[src/rtl/amo_shim_mh.sv]
// Atomic-memory shim in front of a single-port SRAM bank: forwards plain loads and stores,
// runs RISC-V AMOs as a two-cycle read-modify-write, and keeps one LR/SC reservation per hart.
module amo_shim_mh #(
    parameter int unsigned AddrMemWidth = 32,
    parameter int unsigned DataWidth    = 64,
    parameter int unsigned NumHarts     = 4,
    parameter int unsigned HartIdWidth  = (NumHarts > 1) ? $clog2(NumHarts) : 1
) (
    input  logic                      clk_i,
    input  logic                      rst_i,
    input  logic                      in_req_i,
    output logic                      in_gnt_o,
    input  logic [HartIdWidth-1:0]    in_hart_i,
    input  logic [AddrMemWidth-1:0]   in_add_i,
    input  logic [3:0]                in_amo_i,
    input  logic                      in_wen_i,
    input  logic [DataWidth-1:0]      in_wdata_i,
    input  logic [DataWidth/8-1:0]    in_be_i,
    output logic                      in_rvalid_o,
    output logic [DataWidth-1:0]      in_rdata_o,
    output logic                      out_req_o,
    output logic                      out_wen_o,
    output logic [AddrMemWidth-1:0]   out_add_o,
    output logic [DataWidth-1:0]      out_wdata_o,
    output logic [DataWidth/8-1:0]    out_be_o,
    input  logic [DataWidth-1:0]      out_rdata_i
);
    localparam int unsigned Lanes        = DataWidth / 32;
    localparam int unsigned LaneIdxWidth = (Lanes > 1) ? $clog2(Lanes) : 1;
    localparam int unsigned BeWidth      = DataWidth / 8;

    localparam logic [3:0] OpSwap = 4'h1, OpAdd = 4'h2, OpAnd = 4'h3, OpOr = 4'h4,
                           OpXor = 4'h5, OpMax = 4'h6, OpMaxu = 4'h7, OpMin = 4'h8,
                           OpMinu = 4'h9, OpCas = 4'hA, OpLr = 4'hB, OpSc = 4'hC;

    typedef enum logic {Idle, DoAmo} state_e;

    state_e                    state_q;
    logic                      rvalid_q;
    logic [3:0]                amoOp_q;
    logic [HartIdWidth-1:0]    hart_q;
    logic [AddrMemWidth-1:0]   addr_q;
    logic [LaneIdxWidth-1:0]   lane_q;
    logic [31:0]               opB_q;
    logic [31:0]               opSwap_q;
    logic [NumHarts-1:0]       resValid_q;
    logic [AddrMemWidth-1:0]   resAddr_q [NumHarts];

    logic                      isRmw, isLr, isStore;
    logic [HartIdWidth-1:0]    hartIn;
    logic [LaneIdxWidth-1:0]   laneIn;
    logic [LaneIdxWidth-1:0]   swapLaneIn;
    logic [31:0]               opA, result, respLane;
    logic                      scOk;

    always_comb begin
        isRmw   = ((in_amo_i >= OpSwap) && (in_amo_i <= OpCas)) || (in_amo_i == OpSc);
        isLr    = (in_amo_i == OpLr);
        isStore = in_wen_i && !isRmw && !isLr;
        hartIn  = (32'(in_hart_i) < NumHarts) ? in_hart_i : '0;
        // Descending scan so the lowest lane with its first byte enabled wins.
        laneIn  = '0;
        for (int i = int'(Lanes) - 1; i >= 0; i--) begin
            if (in_be_i[4*i]) laneIn = LaneIdxWidth'(i);
        end
        swapLaneIn = (Lanes > 1) ? (laneIn ^ LaneIdxWidth'(1)) : laneIn;
    end

    always_comb begin
        opA      = 32'(out_rdata_i >> (32 * lane_q));
        scOk     = resValid_q[hart_q] && (resAddr_q[hart_q] == addr_q);
        result   = opA;
        respLane = opA;
        case (amoOp_q)
            OpSwap: result = opB_q;
            OpAdd:  result = opA + opB_q;
            OpAnd:  result = opA & opB_q;
            OpOr:   result = opA | opB_q;
            OpXor:  result = opA ^ opB_q;
            OpMax:  result = ($signed({opA[31], opA}) > $signed({opB_q[31], opB_q})) ? opA : opB_q;
            OpMaxu: result = ({1'b0, opA} > {1'b0, opB_q}) ? opA : opB_q;
            OpMin:  result = ($signed({opA[31], opA}) < $signed({opB_q[31], opB_q})) ? opA : opB_q;
            OpMinu: result = ({1'b0, opA} < {1'b0, opB_q}) ? opA : opB_q;
            OpCas:  result = (opA == opB_q) ? opSwap_q : opA;
            OpSc: begin
                result   = scOk ? opB_q : opA;
                respLane = {31'b0, ~scOk};
            end
            default: ;
        endcase
    end

    always_comb begin
        in_gnt_o    = 1'b0;
        out_req_o   = 1'b0;
        out_wen_o   = 1'b0;
        out_add_o   = in_add_i;
        out_wdata_o = in_wdata_i;
        out_be_o    = in_be_i;
        in_rdata_o  = out_rdata_i;
        if (state_q == Idle) begin
            in_gnt_o  = in_req_i && !rst_i;
            out_req_o = in_req_i && !rst_i;
            out_wen_o = isStore;
        end else begin
            out_req_o   = !rst_i;
            out_wen_o   = 1'b1;
            out_add_o   = addr_q;
            out_wdata_o = DataWidth'(result) << (32 * lane_q);
            out_be_o    = BeWidth'(4'hF) << (4 * lane_q);
            in_rdata_o  = DataWidth'(respLane) << (32 * lane_q);
        end
    end

    assign in_rvalid_o = rvalid_q;

    always_ff @(posedge clk_i) begin
        if (rst_i) begin
            state_q    <= Idle;
            rvalid_q   <= 1'b0;
            amoOp_q    <= '0;
            hart_q     <= '0;
            addr_q     <= '0;
            lane_q     <= '0;
            opB_q      <= '0;
            opSwap_q   <= '0;
            resValid_q <= '0;
            for (int h = 0; h < int'(NumHarts); h++) resAddr_q[h] <= '0;
        end else begin
            rvalid_q <= in_gnt_o;
            case (state_q)
                Idle: begin
                    if (in_req_i) begin
                        if (isRmw) begin
                            state_q  <= DoAmo;
                            amoOp_q  <= in_amo_i;
                            hart_q   <= hartIn;
                            addr_q   <= in_add_i;
                            lane_q   <= laneIn;
                            opB_q    <= 32'(in_wdata_i >> (32 * laneIn));
                            opSwap_q <= 32'(in_wdata_i >> (32 * swapLaneIn));
                        end else if (isLr) begin
                            resValid_q[hartIn] <= 1'b1;
                            resAddr_q[hartIn]  <= in_add_i;
                        end else if (isStore) begin
                            for (int h = 0; h < int'(NumHarts); h++) begin
                                if (resAddr_q[h] == in_add_i) resValid_q[h] <= 1'b0;
                            end
                        end
                    end
                end
                DoAmo: begin
                    state_q <= Idle;
                    // A failed SC only writes back the old value, so it leaves other harts alone.
                    if (amoOp_q != OpSc || scOk) begin
                        for (int h = 0; h < int'(NumHarts); h++) begin
                            if (resAddr_q[h] == addr_q) resValid_q[h] <= 1'b0;
                        end
                    end
                    if (amoOp_q == OpSc) resValid_q[hart_q] <= 1'b0;
                end
                default: state_q <= Idle;
            endcase
        end
    end
endmodule
[config.mk]
export PLATFORM = sky130hd
export DESIGN_NAME = amo_shim_mh
export DESIGN_NICKNAME = d
export VERILOG_FILES = /design/src/rtl/amo_shim_mh.sv
export SDC_FILE = /design/constraint.sdc
export NUM_CORES = 1
export LEC_CHECK = 0
export ABC_CLOCK_PERIOD_IN_PS = 9800
export CAP_MARGIN = 20
export CORE_AREA = 10 10 199 201
export DETAILED_ROUTE_END_ITERATION = 10
export DIE_AREA = 0 0 209 211
export PLACE_DENSITY = 0.83
export SYNTH_ARGS = -nofsm -noshare
export SYNTH_HDL_FRONTEND = slang
export SYNTH_SLANG_ARGS = --single-unit
[constraint.sdc]
create_clock -name clk_i -period 9.8 [get_ports clk_i]
set_input_delay 1.96 -clock clk_i [delete_from_list [all_inputs] [get_ports clk_i]]
set_output_delay 1.96 -clock clk_i [all_outputs]
set_load 0.02 [all_outputs]
==> metrics.txt, run 1 <==
Worst-path clk slew=0.06 ns; prevailing post-synth register cell=edfxtp_1; Slew @ Worst Pin=roughly 1.1 ns; num rows=69; Worst-Skew Late Latency=0.60 ns; kind of critical path=primary input to output pin; Pint=2.20 mW; overall power=between 3 and 4 mW; Final Util=71.2%; Arr. time, crit path=7.65 ns; Clock Power Share=32.5%; Synth Net Count=2712; CTS tree=built; logic gate share of total power=32.6%; top cells by area, synth=edfxtp_1 (19%), dfxtp_1 (11%), xnor2_1 (10%); Tot GR Track Use=approximately 37%; H-tree levels=1; routed length per instance=roughly 28 um; clk buf depth=3; commonest non-fill, non-tap cell in the layout=clkdlybuf4s50_1; Max FO, Critical Path=11; asr flop ratio synth=0%; DRT antenna net count=0; io pins=350; largest net degree at the start of global routing=83; HP Class=flop to flop; area grow syn2layout=21.4%; DIE HEIGHT=between 200 and 250 um; Max Fclk=about 100 MHz; worst reg2reg path depth=10; post-synth top area cell=edfxtp_1; Clock Skews=0.0314 ns; vias per inst=6.77; CTS Buf Count=28; Fin. Hold Viols=0; register share of total power=35.0%; PostCTS Resize Cnt=0; final slew viol count=0; Post-Layout Cell Count=3112; Final Cycle Share=98.0%; first-pass GRT wire length=128 mm; Yosys warnings=0; Yosys top cell area share=roughly 19%; Final setup violation count=0; Mapped Area=20800 sq um; Worst Hold Depth=2; CORE AREA=35400 sq um; initial DRC count=around 3100; placed cell count=3057; initial antenna violation count=3; hold buffers post-CTS=0; # DRC=0; Mapped Avg Cell Area=8.52 sq um; Mapped Cells=2437; Root Buffer=clkbuf_16; setup TNS=0 ns; EDFF count, synth=128; clk sinks=around 240; outcome=complete, no violations; DP Wirelength=64.8 mm; chip width=209 um; Slew headroom=26.2%; Lkg Pwr=9.54 nW; placed inst area=around 24000 sq um; Net count, final=between 2000 and 3000; vias in the first global route=around 20000; drt pass-1 iters=6; Min Clock Period, post-route=9.61 ns; Worst IR Drop VDD=155 uV; Port Buffers=349; maxcap violations=0; switching power=1.25 mW; postcts setup bufs=0; Vias=21100; # fillers=between 2000 and 3000; share of cells above drive strength 1=approximately 7.4%; die footprint=44100 sq um; Initial Utilization=58.7%; startpoint types=primary input; Design Area, Final=25200 sq um; Data required, critical path=7.84 ns; Seq cells post-synth=239; RSZ-0062 raised after global routing=no; Pwr Density=around 140 nW/um^2; grt total ovfl=0; Routed WL=87.1 mm; commonest non-fill, non-tap cells in the layout=clkdlybuf4s50_1 (348), xnor2_1 (238), nand2_1 (227), nor2_1 (177), a21oi_1 (134); RePlAce Congestion=1.07; Net Sw Frac=36.2%; Worst setup EP type=output pin; count of cell types in the netlist=86; post-synthesis sequential area ratio=between 20 and 30%
## layout make-up
class / instances / area [sq um] / area share (%)
multi-input cells: 1863 / 13400 / 53.1
flip-flops and latches: 239 / 6070 / 24.1
repair buffers: 385 / 3790 / 15.0
clock buffers: 32 / 736 / 2.92
well taps: 461 / 577 / 2.29
inverters: 111 / 417 / 1.65
clock inverters: 20 / 234 / 0.928
diodes: 1 / 2.50 / 0.00993
## Yosys cell counts, types with 72 or more instances
master,number
o21ai_0,72
edfxtp_1,128
a21oi_1,134
xnor2_1,238
a211oi_1,74
inv_1,110
ha_1,96
dfxtp_1,111
nand2_1,227
nor2_1,180
and3_1,89
mux2i_1,106
clkbuf_1,173
## layer usage
metal | global-route usage (%) | routed length [um] | vias to the layer above | share of wire, %
met4 | 11.2 | 2830 | 2 | 3.3
met2 | 57.1 | 37800 | 1623 | 43
met1 | 49.9 | 34100 | 10100 | 39
met5 | 0 | 11 | - | 0.013
li1 | - | - | 9086 | -
met3 | 11.1 | 12400 | 216 | 14
## cell families (layout without fill, tap and decap cells)
| group | after synthesis | count (layout) | synth area share [%] |
|---|---|---|---|
| AND/OR/NAND/NOR | 761 | 761 | 18.1 |
| AO/OA/AOI/OAI | 531 | 531 | 17.8 |
| buffers and inverters | 335 | 548 | 6.70 |
| XOR/XNOR | 300 | 300 | 12.7 |
| flip-flops | 239 | 239 | 29.2 |
| multiplexers | 174 | 174 | 9.63 |
| adder cells (fa/ha/maj) | 97 | 97 | 5.88 |
| other | 0 | 1 | 0 |
## critical path, stage by stage
cell	delay (ns)
clkdlybuf4s50_1	0.45
mux2i_1	0.32
ha_1	0.41
nor4_1	0.91
nand4_1	0.33
or3_1	0.63
a222oi_1	0.53
o211a_1	0.28
and3_1	0.64
nor2_1	0.10
a211o_1	0.33
a21boi_0	0.16
clkdlybuf4s50_1	0.59
## power by group through the flow
stage	Combinational, mW	Clock [mW]	Sequential, mW
5_1_grt	1.18	1.15	1.21
3_5_place_dp	1.08	0	1.22
4_1_cts	1.09	1.11	1.20
6_report	1.12	1.12	1.20
2_1_floorplan	0.689	0	1.16
3_3_place_gp	1.06	0	1.21
## registers in the layout (all words and copies together), names as in the netlist, named ones only
signal / flops
addr_q: 32
amoOp_q: 4
hart_q: 2
in_rvalid_o: 1
lane_q: 1
opB_q: 32
opSwap_q: 32
resAddr_q: 128
resValid_q: 4
state_q: 1
## per-stage QoR
stage	hold WS (ns)	setup WS, ns
after detailed placement	0.494	0.518
after floorplan	0.476	2.47
final	0.504	0.192
after CTS	0.503	0.506
after global routing	0.535	0.102
after global placement	0.486	0.654
## path summary, 6_finish.rpt
kind / startpoint / to / slack, ns
max: out_rdata_i[56] / out_wdata_o[52] / 0.19
min: opSwap_q[28] / opSwap_q[28] / 0.50
max reg2reg: state_q / resAddr_q[0][21] / 5.57
min reg2reg: opSwap_q[28] / opSwap_q[28] / 0.50
Note: power is estimated with default switching activity, not from simulation.
==> run 2, diff against run 1 <==
Settings changed: HOLD_SLACK_MARGIN set to 0.08.
==> results of run 2 <==
Final layout, timing and power as in run 1 (identical DEF).
